**src/rtl/rf_wb_arbiter.sv**
```systemverilog
// Write-port arbiter for the 32 x 64-bit register file, sharing one registered
// write port between the ALU (A) and load/long-latency (B) paths, plus a B-write hazard scoreboard.
module rf_wb_arbiter #(
    parameter int unsigned STARVE_MAX = 4
) (
    input  logic        clk,
    input  logic        rst_n,
    input  logic        issue_valid,
    input  logic [4:0]  issue_Rd,
    input  logic [4:0]  Rn,
    input  logic [4:0]  Rm,
    input  logic [4:0]  dec_Rd,
    output logic        hazard,
    input  logic        a_valid,
    output logic        a_ready,
    input  logic [4:0]  a_Rd,
    input  logic [63:0] a_data,
    input  logic        b_valid,
    output logic        b_ready,
    input  logic [4:0]  b_Rd,
    input  logic [63:0] b_data,
    output logic [4:0]  Rd,
    output logic [63:0] data_write,
    output logic        reg_wr,
    output logic [5:0]  pending_cnt
);

    // Handshake: a transfer happens when valid && ready at a rising edge; a
    // requester holds Rd/data stable while valid && !ready. At most one of
    // A and B transfers per cycle; A wins unless B has hit its starvation limit.
    logic [3:0]  starve_cnt;
    logic        starve_hit;
    logic        a_xfer;
    logic        b_xfer;
    logic [31:0] sb;
    logic [31:0] sb_next;
    logic [5:0]  sb_pop;
    logic        commit_b;

    always_comb begin
        starve_hit = (starve_cnt == 4'(STARVE_MAX));
        a_ready    = !(b_valid && starve_hit);
        b_ready    = b_valid && (!a_valid || starve_hit);
        a_xfer     = a_valid && a_ready;
        b_xfer     = b_valid && b_ready;
        hazard     = sb[Rn] | sb[Rm] | sb[dec_Rd];
    end

    // Clear applies first so a same-edge set on the same bit wins.
    always_comb begin
        sb_next = sb;
        if (reg_wr && commit_b)
            sb_next[Rd] = 1'b0;
        if (issue_valid && !hazard && issue_Rd != 5'd31)
            sb_next[issue_Rd] = 1'b1;
        sb_next[31] = 1'b0;
    end

    always_comb begin
        sb_pop = 6'd0;
        for (int i = 0; i < 32; i++)
            sb_pop = sb_pop + 6'(sb_next[i]);
    end

    always_ff @(posedge clk or negedge rst_n) begin
        if (!rst_n) begin
            starve_cnt  <= 4'd0;
            sb          <= 32'd0;
            pending_cnt <= 6'd0;
            Rd          <= 5'd0;
            data_write  <= 64'd0;
            reg_wr      <= 1'b0;
            commit_b    <= 1'b0;
        end else begin
            sb          <= sb_next;
            pending_cnt <= sb_pop;

            if (!b_valid || b_xfer)
                starve_cnt <= 4'd0;
            else if (!starve_hit)
                starve_cnt <= starve_cnt + 4'd1;

            if (a_xfer) begin
                Rd         <= a_Rd;
                data_write <= a_data;
                reg_wr     <= (a_Rd != 5'd31);
                commit_b   <= 1'b0;
            end else if (b_xfer) begin
                Rd         <= b_Rd;
                data_write <= b_data;
                reg_wr     <= (b_Rd != 5'd31);
                commit_b   <= (b_Rd != 5'd31);
            end else begin
                reg_wr   <= 1'b0;
                commit_b <= 1'b0;
            end
        end
    end

endmodule
```
**config.mk**
```make
export PLATFORM = sky130hd
export DESIGN_NAME = rf_wb_arbiter
export DESIGN_NICKNAME = d
export VERILOG_FILES = /design/src/rtl/rf_wb_arbiter.sv
export SDC_FILE = /design/constraint.sdc
export NUM_CORES = 1
export LEC_CHECK = 0
export ABC_AREA = 1
export CORE_ASPECT_RATIO = 1.25
export CORE_MARGIN = 1.5
export CORE_UTILIZATION = 40
export DETAILED_ROUTE_END_ITERATION = 16
export HOLD_SLACK_MARGIN = 0.03
export MAX_ROUTING_LAYER = met4
export PLACE_DENSITY = 0.84
export RECOVER_POWER = 100
export SLEW_MARGIN = 20
export SYNTH_ARGS = -nofsm -noshare
export SYNTH_HDL_FRONTEND = slang
export SYNTH_SLANG_ARGS = --single-unit
```
**constraint.sdc**
```tcl
create_clock -name clk -period 6.5 [get_ports clk]
set_input_delay 0.65 -clock clk [delete_from_list [all_inputs] [get_ports clk]]
set_output_delay 0.65 -clock clk [all_outputs]
set_load 0.03 [all_outputs]
```
[After elaboration in Yosys (flattened, before gate mapping)]
Cells that the tools add are included.
Widths: inputs -> output; s select.
Word-level totals
  bits in registers: 112
  input port bits: 163
  logic and storage cells: 92
Cells by class
  add/sub/neg operators: 31
  $lt $le $gt $ge: 7
  eq/ne operators: 5
  multiplexer cells: 21
  bitwise operators: 5
  reductions and logical operators: 16
Operators with widths (number)
  $add 6x1->6: 25
  $mux 64: 2
  $mux 31: 2
  $and 31x31->31: 1
  $not 31->31: 1
  $or 31x31->31: 1
  $lt 5x6->1 const B: 5
  $bmux 1 s5: 3
  $ne 5x5->1 const B: 3
  $demux 1 s5: 2
  $ge 5x1->1 const B: 2
  $mux 5: 2
  $logic_and 1x1->1: 9
  $mux 1: 8
  $mux 4: 2
  $add 5x1->6: 1
  $add 4x1->5: 1
  $add 3x1->4: 1
  $add 4x1->4 const B: 1
  $eq 4x3->1 const B: 1
  $logic_not 1->1: 4
  $add 2x1->3: 1
  $add 1x1->2: 1
  $logic_or 1x1->1: 2
  3 further kinds: 4

[Longest topological paths before layout]
  depth after elaboration: 39
  depth in mapped cells: 30
  mapped depth without buffers: 27

[Least setup slack after synthesis]
No wires, ideal clock.
  path type: input -> register
  start point: in dec_Rd[0]
  end point: reg pending_cnt[4]
  setup time: 121 ps
  data arrival time: 5784 ps
  setup slack: 595 ps
  cell stages on the path: 25
  cells stage by stage: buf_4 inv_4 buf_6 nand2_1 nand3_1 nand3_1 nand3_1 nand3_1 nand2_1 nand4_4 buf_6 nor2_2 nor2_1 fa_1 fa_1 fa_1 inv_1 fa_1 fa_1 fa_1 fa_1 inv_1 fa_1 o21a_1 xor2_1
On the way
  cells in the longest elaborated chain, start to end: 37
Ends and longest elaborated chain
  start, declared: line 12  | input logic [4:0] dec_Rd,
  $bmux 1 s5 *: line 46  | hazard = sb[Rn] | sb[Rm] | sb[dec_Rd];
  $mux 1 (implied by the code) *: line 46
  $or 1x1->1 *: line 46
  $logic_not 1->1 *: line 54  | if (issue_valid && !hazard && issue_Rd != 5'd31)
  $logic_and 1x1->1 * (2 in a row): line 54
  $mux 31 *: line 54
  $add 1x1->2: line 62  | sb_pop = sb_pop + 6'(sb_next[i]);
  $add 2x1->3: line 62
  $add 3x1->4: line 62
  $add 4x1->5: line 62
  $add 5x1->6: line 62
  $add 6x1->6 (24 in a row): line 62
  $add 6x1->6 *: line 62
  net sb_pop[4]: line 37  | logic [5:0] sb_pop;
  end signal, assigned: line 76  | pending_cnt <= sb_pop;
  end, declared: line 25  | output logic [5:0] pending_cnt
The timed path passes the listed nets; every way through them passes the cells marked *. The select of a mux whose other input is x is not followed.
A chain may end at the register's enable or synchronous reset.

[Worst setup path in the final report]
  start point: in Rn[0]
  end point: reg pending_cnt[5]
On the way
  cells in the longest elaborated chain, start to end: 38
Ends and longest elaborated chain
  start, declared: line 10  | input logic [4:0] Rn,
  $bmux 1 s5 *: line 46
  $mux 1 (implied by the code) *: line 46
  $or 1x1->1 * (2 in a row): line 46
  $logic_not 1->1 *: line 54
  $logic_and 1x1->1 * (2 in a row): line 54
  $mux 31 *: line 54
  $add 1x1->2: line 62
  $add 2x1->3: line 62
  $add 3x1->4: line 62
  $add 4x1->5: line 62
  $add 5x1->6: line 62
  $add 6x1->6 (24 in a row): line 62
  $add 6x1->6 *: line 62
  net sb_pop[5]: line 37
Marked as above.

==> impl_metrics.yaml <==
clock_tree:
  clk_pin_slew_ns: 0.08
  ctsResizeCount: 0
  cts_buffers: 9
  ctsHoldBuffers: 0
  clkSinkCount: 112
  cts-htree-levels: 3
  clockBufferDepth: 2
  cts_tree: "yes"
  clk_latency_ns: 0.36
  post-cts-setup-buffer-count: 0
  cts_root_buf: "clkbuf_16"
sta:
  maxSlewViolCount: 187
  fin_crit_sh_pct: 95.4
  fin_setup_tns_ns: 0
  tightest_slew_ns: 3.71
  hold_violations: 0
  fin_ws_ns: 0.301
  holdWs_ns: 0.494
  period_needed_ns: 6.20
  fmax_mhz: 161
  max_slew_margin_pct: -147
  finClkSkew_ns: 0.00986
  rsz0062_at_grt: "no"
  setup_violations: 0
power:
  internal-power_uw: 2330
  p_leak_uw: 0.00473
  clockPowerShare_pct: 15.0
  seq_power_share_pct: 22.8
  comb_power_share_pct: 62.2
  p_sw_share_pct: 43.1
  finalPower_uw: 4100
  peakVddDrop_mv: 0.720
  power_density_nw_per_um2: 404
  p_sw_uw: 1770
drt:
  wire_per_inst_um: 18.6
  vias: 7354
  initialDrtViolationCount: 537
  dr.pass1.iters: 5
  drcViolationCount: 0
  wl_um: 26300
  ant_nets: 0
  vias_per_cell: 5.19
yosys:
  synth_area_leaders: "dfrtp_1, nand2_1, nand3_1"
  synth_nets: 1129
  synth_most_common_cell: "nand2_1"
  ys_types: 35
  ys_ff_latch: 112
  syn_inst: 934
  syn-mean-instance-area_sq_um: 7.53
  yosysTopAreaCell: "dfrtp_1"
  async_flop_share_pct: 100
  dominantRegCellSynth: "dfrtp_1"
  ys_warn_count: 0
  synth-seq-area-share_pct: 39.9
  syn_area_sq_um: 7030
  ys_top_cells_by_count: "nand2_1, nand3_1, dfrtp_1, inv_1, nor2_1"
  synth_top_area_share_pct: 39.9
  synth_edf_count: 0
placement:
  io_buffers: 241
  place_congestion: 1.09
  post-place-ws_ns: -0.112
  dp_hpwl_um: 20700
floorplan:
  core-area_sq_um: 17400
  die_h_um: 151
  ioPinCount: 242
  dieArea_sq_um: 18400
  num_rows: 54
  die_w_um: 122
  initial_core_util_pct: 40.5
cells_and_area:
  diodes: 0
  regArea_sq_um: 2800
  final_core_util_pct: 58.4
  layout-drive-gt1-share_pct: 8.13
  fill_cells: 1550
  synthToLayoutAreaGrowth_pct: 44.3
  final_nets: 1383
  multi_input_area_sq_um: 3570
global_routing:
  grt_start_max_net_pins: 69
  grt.overflow.total: 0
  grt_pass1_vias: 7341
  antenna_found_initial: 2
  grt_pass1_wl_um: 39700
  grt_util_all_layers_pct: 29.7
critical_path:
  crit_required_ns: 6.75
  crit_path_end_kind: "register"
  max_stage_delay_ns: 0.60
  path_max_fanout: 12
  worstSetupPathType: "in -> reg"
  cpMostUsedCell: "fa_1"
  critPathLaunchType: "input port"
  crit_arrival_ns: 6.45
  slowest_stage: "fa_1"
job:
  drv_cap: 3
worst_hold_path:
  hold_path_class: "reg -> reg"
outcome:
  violations: "capacitance limit, slew limit"
  status: "finished with violations"
[through the flow]
step                      cell area (sq um)  instances
after global placement                 9850       1401
after CTS                             10200       1417
final                                 10100       1417
after floorplan                        7030        934
after detailed placement               9850       1401
after global routing                  10100       1417
[worst paths after layout]
check / startpoint / endpoint / slack [ns] / depth (start not counted)
min in group asynchronous: rst_n / data_write[30]$_DFFE_PN0P_ / 1.55 / 1
max: Rn[0] / pending_cnt[5]$_DFF_PN0_ / 0.30 / 29
min reg2reg: starve_cnt[0]$_DFFE_PN0P_ / starve_cnt[0]$_DFFE_PN0P_ / 0.49 / 1
max reg2reg: sb[25]$_DFF_PN0_ / pending_cnt[5]$_DFF_PN0_ / 0.67 / 27
min: starve_cnt[0]$_DFFE_PN0P_ / starve_cnt[0]$_DFFE_PN0P_ / 0.49 / 1
max in group asynchronous: rst_n / data_write[17]$_DFFE_PN0P_ / 2.27 / 2
[layer usage]
layer,track usage [%],part of all wire [%]
met1,33.5,37
met2,51.4,51
met3,5.08,7.3
met4,13.6,4.8
met5,-,0
[cell families after synthesis]
logic type,synth area share [%]
flops,39.9
xor+xnor,0.623
buf+inv,9.06
fa+ha+maj,8.15
simple gates,33.6
compound gates,8.72
[final cells by class]
cell class,instances,share of cell area [%]
repair buffers,283,27.1
inverters,106,4.01
multi-input cells,676,35.2
clock buffers,9,2.22
flip-flops and latches,112,27.6
well taps,224,2.76
clock inverters,7,1.04
[power groups by stage]
stage	combinational (uW)	sequential [uW]	clock (uW)
after floorplan	1570	1020	0
after global placement	2420	943	0
after detailed placement	2510	944	0
after CTS	2520	930	620
after global routing	2910	939	647
final	2550	932	616
[flip-flops by register name (all words and copies together) (netlist names)]
register and count:
commit_b 1, reg_wr 1, pending_cnt 6, starve_cnt 4, sb 31, Rd 5, data_write 64
[cells in the final DEF, fill, tap and decap left out, types with 16 or more instances in the layout]
| cell type | synthesis | final |
|---|---|---|
| a21oi_1 | 23 | 23 |
| nand2_1 | 318 | 318 |
| nand3_1 | 161 | 161 |
| o21bai_2 | 17 | 16 |
| inv_1 | 100 | 99 |
| o21ai_0 | 17 | 24 |
| dlygate4sd3_1 | 0 | 81 |
| buf_4 | 2 | 34 |
| dfrtp_1 | 112 | 112 |
| clkdlybuf4s50_1 | 0 | 158 |
| fa_1 | 23 | 23 |
| nor3_1 | 20 | 20 |
| nor2_1 | 42 | 41 |
[worst max-delay path, delay by kind of cell]
family	cells	cell delay, ns
AO/OA/AOI/OAI	2	0.35
adder cells (fa/ha/maj)	7	3.23
buffers and inverters	7	1.15
AND/OR/NAND/NOR	13	1.05
Note: power is estimated with default switching activity, not from simulation.
